File: config.mk
export PLATFORM = sky130hd
export DESIGN_NAME = bias_pe_array
export DESIGN_NICKNAME = d
export VERILOG_FILES = /design/src/rtl/bias_pe_pkg.sv /design/src/rtl/bias_pe_lane.sv /design/src/rtl/bias_pe_array.sv
export SDC_FILE = /design/constraint.sdc
export NUM_CORES = 2
export LEC_CHECK = 0
export CORE_UTILIZATION = 45
export DETAILED_ROUTE_END_ITERATION = 8
export GPL_ROUTABILITY_DRIVEN = 0
export HOLD_SLACK_MARGIN = 0.02
export PLACE_DENSITY = 0.63
export SYNTH_ARGS = -nofsm -noshare
export SYNTH_HDL_FRONTEND = slang
export SYNTH_SLANG_ARGS = --single-unit
File: constraint.sdc
create_clock -name ap_clk -period 7.98 [get_ports ap_clk]
set_input_delay 1.596 -clock ap_clk [delete_from_list [all_inputs] [get_ports ap_clk]]
set_output_delay 1.596 -clock ap_clk [all_outputs]
set_load 0.1 [all_outputs]
File: src/rtl/bias_pe_pkg.sv
// bias_pe_pkg: shared constants and saturating fixed-point helpers for the bias PE array.
// Contents: default word/fraction widths, W_DEF saturation limits,
// sat_w/sat_add/sat_sub clipping helpers, and fx_mul (product >>> frac, floor).
package bias_pe_pkg;

    localparam int W_DEF    = 16;
    localparam int FRAC_DEF = 8;
    localparam logic signed [W_DEF-1:0] SAT_MAX = {1'b0, {(W_DEF-1){1'b1}}};
    localparam logic signed [W_DEF-1:0] SAT_MIN = {1'b1, {(W_DEF-1){1'b0}}};

    // Operands are carried sign-extended in 64 bits so one helper serves any W <= 32.
    function automatic logic signed [63:0] sat_w(input logic signed [63:0] x, input int w);
        logic signed [63:0] hi;
        logic signed [63:0] lo;
        hi = (64'sd1 <<< (w - 1)) - 64'sd1;
        lo = -hi - 64'sd1;
        return (x > hi) ? hi : (x < lo) ? lo : x;
    endfunction

    function automatic logic signed [63:0] sat_add(input logic signed [63:0] a, input logic signed [63:0] b, input int w);
        return sat_w(a + b, w);
    endfunction

    function automatic logic signed [63:0] sat_sub(input logic signed [63:0] a, input logic signed [63:0] b, input int w);
        return sat_w(a - b, w);
    endfunction

    // Full-precision product, arithmetic shift gives floor rounding.
    function automatic logic signed [63:0] fx_mul(input logic signed [63:0] a, input logic signed [63:0] b, input int frac);
        return (a * b) >>> frac;
    endfunction

endpackage

File: src/rtl/bias_pe_lane.sv
// bias_pe_lane: one channel of the bias PE array -- bias register, S1 product, S2 arithmetic.
// Ports: clk, rst_n (async active-low); init/init_bias load the bias register;
// s1_load captures sum_in and the delta_k*eta product; s2_load commits the outputs
// and the bias write; tr is the S1 training flag; net_sum/bias_out/sat_flag are registered.
module bias_pe_lane
    import bias_pe_pkg::*;
#(
    parameter int W    = W_DEF,
    parameter int FRAC = FRAC_DEF
) (
    input  logic         clk,
    input  logic         rst_n,
    input  logic         init,
    input  logic [W-1:0] init_bias,
    input  logic         s1_load,
    input  logic         s2_load,
    input  logic         tr,
    input  logic [W-1:0] sum_in,
    input  logic [W-1:0] delta_k,
    input  logic [W-1:0] eta,
    output logic [W-1:0] net_sum,
    output logic [W-1:0] bias_out,
    output logic         sat_flag
);

    logic signed [W-1:0]   bias;
    logic signed [W-1:0]   s1_sum;
    logic signed [2*W-1:0] s1_prod;
    logic signed [2*W-1:0] prod_c;
    logic signed [63:0]    net_raw;
    logic signed [63:0]    net_c;
    logic signed [63:0]    p_c;
    logic signed [63:0]    nb_raw;
    logic signed [63:0]    nb_c;
    logic                  sat_c;

    // Raw (unclipped) values are kept alongside the clipped ones so any clip is detectable.
    always_comb begin
        prod_c  = (2*W)'(fx_mul(64'($signed(delta_k)), 64'($signed(eta)), FRAC));
        net_raw = 64'(bias) + 64'(s1_sum);
        net_c   = sat_add(64'(bias), 64'(s1_sum), W);
        p_c     = sat_w(64'(s1_prod), W);
        nb_raw  = 64'(bias) - p_c;
        nb_c    = tr ? sat_sub(64'(bias), p_c, W) : 64'(bias);
        sat_c   = (net_c != net_raw) || (tr && ((p_c != 64'(s1_prod)) || (nb_c != nb_raw)));
    end

    always_ff @(posedge clk or negedge rst_n) begin
        if (!rst_n) begin
            bias     <= '0;
            s1_sum   <= '0;
            s1_prod  <= '0;
            net_sum  <= '0;
            bias_out <= '0;
            sat_flag <= 1'b0;
        end else begin
            if (s1_load) begin
                s1_sum  <= sum_in;
                s1_prod <= prod_c;
            end
            if (s2_load) begin
                net_sum  <= W'(net_c);
                bias_out <= W'(nb_c);
                sat_flag <= sat_c;
            end
            // init wins over a same-cycle training write; bias_out still reports nb.
            if (init)
                bias <= init_bias;
            else if (s2_load)
                bias <= W'(nb_c);
        end
    end

endmodule

File: src/rtl/bias_pe_array.sv
// bias_pe_array: N_CH-lane bias PE with internal bias registers and a 2-stage valid/ready pipeline.
// Ports: ap_clk, ap_rst_n (async active-low), ap_ce (freezes all state when low);
// init_load/init_bias load every bias; in_valid/in_ready with sum_in, delta_k, eta, training;
// out_valid/out_ready with net_sum, bias_out and per-lane sat_flag.
module bias_pe_array
    import bias_pe_pkg::*;
#(
    parameter int N_CH = 4,
    parameter int W    = W_DEF,
    parameter int FRAC = FRAC_DEF
) (
    input  logic              ap_clk,
    input  logic              ap_rst_n,
    input  logic              ap_ce,
    input  logic              init_load,
    input  logic [N_CH*W-1:0] init_bias,
    input  logic              in_valid,
    output logic              in_ready,
    input  logic [N_CH*W-1:0] sum_in,
    input  logic [N_CH*W-1:0] delta_k,
    input  logic [W-1:0]      eta,
    input  logic              training,
    output logic              out_valid,
    input  logic              out_ready,
    output logic [N_CH*W-1:0] net_sum,
    output logic [N_CH*W-1:0] bias_out,
    output logic [N_CH-1:0]   sat_flag
);

    logic s1_v;
    logic s2_v;
    logic s1_tr;
    logic s1_adv;
    logic s2_adv;
    logic accept;
    logic s2_load;

    assign s2_adv    = !s2_v || out_ready;
    assign s1_adv    = !s1_v || s2_adv;
    assign in_ready  = ap_ce && s1_adv;
    assign accept    = in_valid && in_ready;
    assign s2_load   = ap_ce && s1_v && s2_adv;
    assign out_valid = s2_v;

    always_ff @(posedge ap_clk or negedge ap_rst_n) begin
        if (!ap_rst_n) begin
            s1_v  <= 1'b0;
            s2_v  <= 1'b0;
            s1_tr <= 1'b0;
        end else if (ap_ce) begin
            if (s1_adv) begin
                s1_v  <= in_valid;
                s1_tr <= training;
            end
            if (s2_adv)
                s2_v <= s1_v;
        end
    end

    for (genvar i = 0; i < N_CH; i++) begin : g_lane
        bias_pe_lane #(.W(W), .FRAC(FRAC)) u_lane (
            .clk      (ap_clk),
            .rst_n    (ap_rst_n),
            .init     (ap_ce && init_load),
            .init_bias(init_bias[i*W +: W]),
            .s1_load  (accept),
            .s2_load  (s2_load),
            .tr       (s1_tr),
            .sum_in   (sum_in[i*W +: W]),
            .delta_k  (delta_k[i*W +: W]),
            .eta      (eta),
            .net_sum  (net_sum[i*W +: W]),
            .bias_out (bias_out[i*W +: W]),
            .sat_flag (sat_flag[i])
        );
    end

endmodule
==> reports/qor.yml <==
logic_synthesis:
  yosysWarnings: 0
  ys_async_sr_fraction: 1.00
  synth.avg_cell_area_um2: 8.88
  ys_ff_latch: 359
  synthDistinctLibCells: 100
  synth-edff-count: 0
  synth-main-ff-cell: "dfrtp_1"
  synth_cells: 7280
  netlist_area_um2: 64600
  yosysSeqAreaShare: 0.139
  syn-num-nets: 9067
drt:
  num_vias: 53000
  routedWlPerCell_um: 18.7
  drtPass1Iterations: 7
  ant_nets: 0
  vias_per_cell: 5.39
  wl_um: 184000
  remaining_drc_errors: 0
  detail_route.iter0.violations: 4138
floorplan:
  num_rows: 138
  die_y_um: 381
  fp.dieW_um: 381
  initial_core_util: 0.455
  ios: 349
  core_area_um2: 142000
  dieArea_um2: 145000
clocking:
  clk_pin_slew_worst_paths_ns: 0.06
  numCtsBuffers: 41
  clock_latency_ns: 0.61
  clockBufferDepth: 3
  ctsRootBufferMaster: "clkbuf_16"
  htree_levels: 2
  cts_tree: "done"
  clock_sinks: 359
sta:
  hold_viol_final: 0
  min_period_over_period: 0.977
  skew_ns: 0.0239
  min_period_ns: 7.80
  max_freq_mhz: 128
  setup_viol: 0
  rsz0062_at_grt: "yes"
  worstMarginPinSlew_ns: 1.18
  maxSlewHeadroom: 0.210
  finalMaxSlewViolations: 0
grt:
  grt_pass1_vias: 54400
  grt_max_degree: 181
  grt_antenna_before_repair: 12
  grt_pass1_wl_um: 298000
  track_usage: 0.255
  grt_overflow: 0
finish:
  drive_above_1_share: 0.107
  fin_nets: 9696
  fillers: 13000
  synthToLayoutAreaGrowth_pct: 17.1
  final_cell_mix: "inv_1, fa_1, nand2_1"
  final_common_cell: "inv_1"
  fin_util: 0.533
critical_path:
  cp.required_ns: 8.45
  crit_path_frequent_cell: "buf_4"
  critPathMaxStageDelay_ns: 0.46
  crit_path_max_fanout: 4
  crit_arrival_ns: 8.27
  slowest_stage: "fa_1"
  criticalPathCategory: "flip-flop to flip-flop"
  cp-end-kind: "flip-flop"
  crit_path_start_kind: "flip-flop"
placement:
  hpwlAfterDp_um: 154000
  port_buffers: 348
run:
  maxCapViolCount: 0
outcome:
  run_status: "finished, final reports clean"
min_path:
  holdCritPathClass: "flip-flop to flip-flop"
Yosys cell counts (all sizes together) (24+ instances only):
cell,n,area [µm²]
inv,1208,4530
fa,1088,21800
nand2,995,3730
ha,484,6060
and2,416,2600
dfrtp,359,8980
nor2,358,1340
o21ai,347,1740
clkbuf,300,1130
a21oi,271,1370
xnor2,146,1280
a21o,109,818
nand2b,102,646
xor2,91,797
mux2,70,788
nand3,66,330
nor3,64,320
a31oi,61,382
o21a,52,390
o221ai,51,453
nand4,49,307
nor4,45,294
nor2b,44,275
a211oi,39,348
o211ai,27,208
and3,25,156
o31ai,25,206
o21bai,24,180
registers in the layout, indices dropped and copies added, names as in the netlist:
register / count
g_lane.u_lane.s1_prod: 96
g_lane.u_lane.bias: 64
g_lane.u_lane.bias_out: 64
g_lane.u_lane.net_sum: 64
g_lane.u_lane.s1_sum: 64
g_lane.u_lane.sat_flag: 4
out_valid: 1
s1_tr: 1
s1_v: 1
through the flow:
| step | instance area [µm²] | hold slack [ns] | setup slack (ns) | setup TNS (ns) | instances |
|---|---|---|---|---|---|
| after floorplan | 64600 | 0.462 | -0.00221 | -0.00221 | 7280 |
| after detailed placement | 73600 | 0.467 | -0.493 | -6.35 | 9722 |
| after global placement | 73600 | 0.461 | -0.393 | -4.92 | 9722 |
| after CTS | 75200 | 0.482 | 0.0197 | 0 | 9821 |
| after global routing | 75700 | 0.490 | -0.0835 | -0.181 | 9833 |
| final | 75700 | 0.476 | 0.180 | 0 | 9835 |
logic make-up after synthesis:
group / share of synthesized area
buf+inv: 0.0892
xor+xnor: 0.0321
flops: 0.139
compound gates: 0.127
fa+ha+maj: 0.431
mux: 0.0131
simple gates: 0.169
critical path: cells and delay by family (launching register included):
| kind | cells | cell delay, ns |
|---|---|---|
| flip-flops | 1 | 0.34 |
| buffers and inverters | 5 | 0.60 |
| AO/OA/AOI/OAI | 16 | 3.02 |
| AND/OR/NAND/NOR | 12 | 2.56 |
| adder cells (fa/ha/maj) | 4 | 1.17 |
repair_timing:
item | 4_1_cts | 5_1_grt
gates cloned | 0 | 1
hold buffers | 0 | 0
buffers inserted | 24 | 9
endpoints found under the setup margin | 1 | 45
resized for setup | 6 | 74
pin swaps | 14 | 22
routing by layer:
metal | vias to the layer above | track usage | part of all wire
met2 | 1748 | 0.391 | 0.44
met4 | 16 | 0.0588 | 0.024
met5 | - | 0 | 0.00045
met1 | 26300 | 0.383 | 0.48
li1 | 24700 | - | -
met3 | 249 | 0.0299 | 0.064
final timing paths:
check / startpoint / to / slack, ns / cells past startpoint
worst max-delay path: g_lane[2].u_lane.s1_prod[15]$_DFFE_PN0P_ / g_lane[2].u_lane.sat_flag$_DFFE_PN0P_ / 0.18 / 37
min in group asynchronous: ap_rst_n / g_lane[2].u_lane.net_sum[11]$_DFFE_PN0P_ / 1.01 / 1
max in group asynchronous: ap_rst_n / g_lane[0].u_lane.s1_prod[19]$_DFFE_PN0P_ / 5.56 / 2
worst max register to register: g_lane[2].u_lane.s1_prod[15]$_DFFE_PN0P_ / g_lane[2].u_lane.sat_flag$_DFFE_PN0P_ / 0.18 / 37
worst min register to register: g_lane[1].u_lane.bias_out[12]$_DFFE_PN0P_ / g_lane[1].u_lane.bias_out[12]$_DFFE_PN0P_ / 0.48 / 2
worst min-delay path: g_lane[1].u_lane.bias_out[12]$_DFFE_PN0P_ / g_lane[1].u_lane.bias_out[12]$_DFFE_PN0P_ / 0.48 / 2
layout make-up:
cell class	instances	area, µm²	share of cell area
clock buffer	56	1180	0.0156
antenna	4	10.0	0.000132
timing repair inverter	1	5.00	0.0000661
timing repair buffer	904	8040	0.106
tap	1890	2360	0.0313
inverter	1208	4540	0.0600
sequential	359	8990	0.119
multi-input combinational	5394	50200	0.664
clock inverter	19	285	0.00377
Power is left out: the tool's default activity adds up to more than one toggle a clock period on the data nets, which glitch-free logic cannot reach.
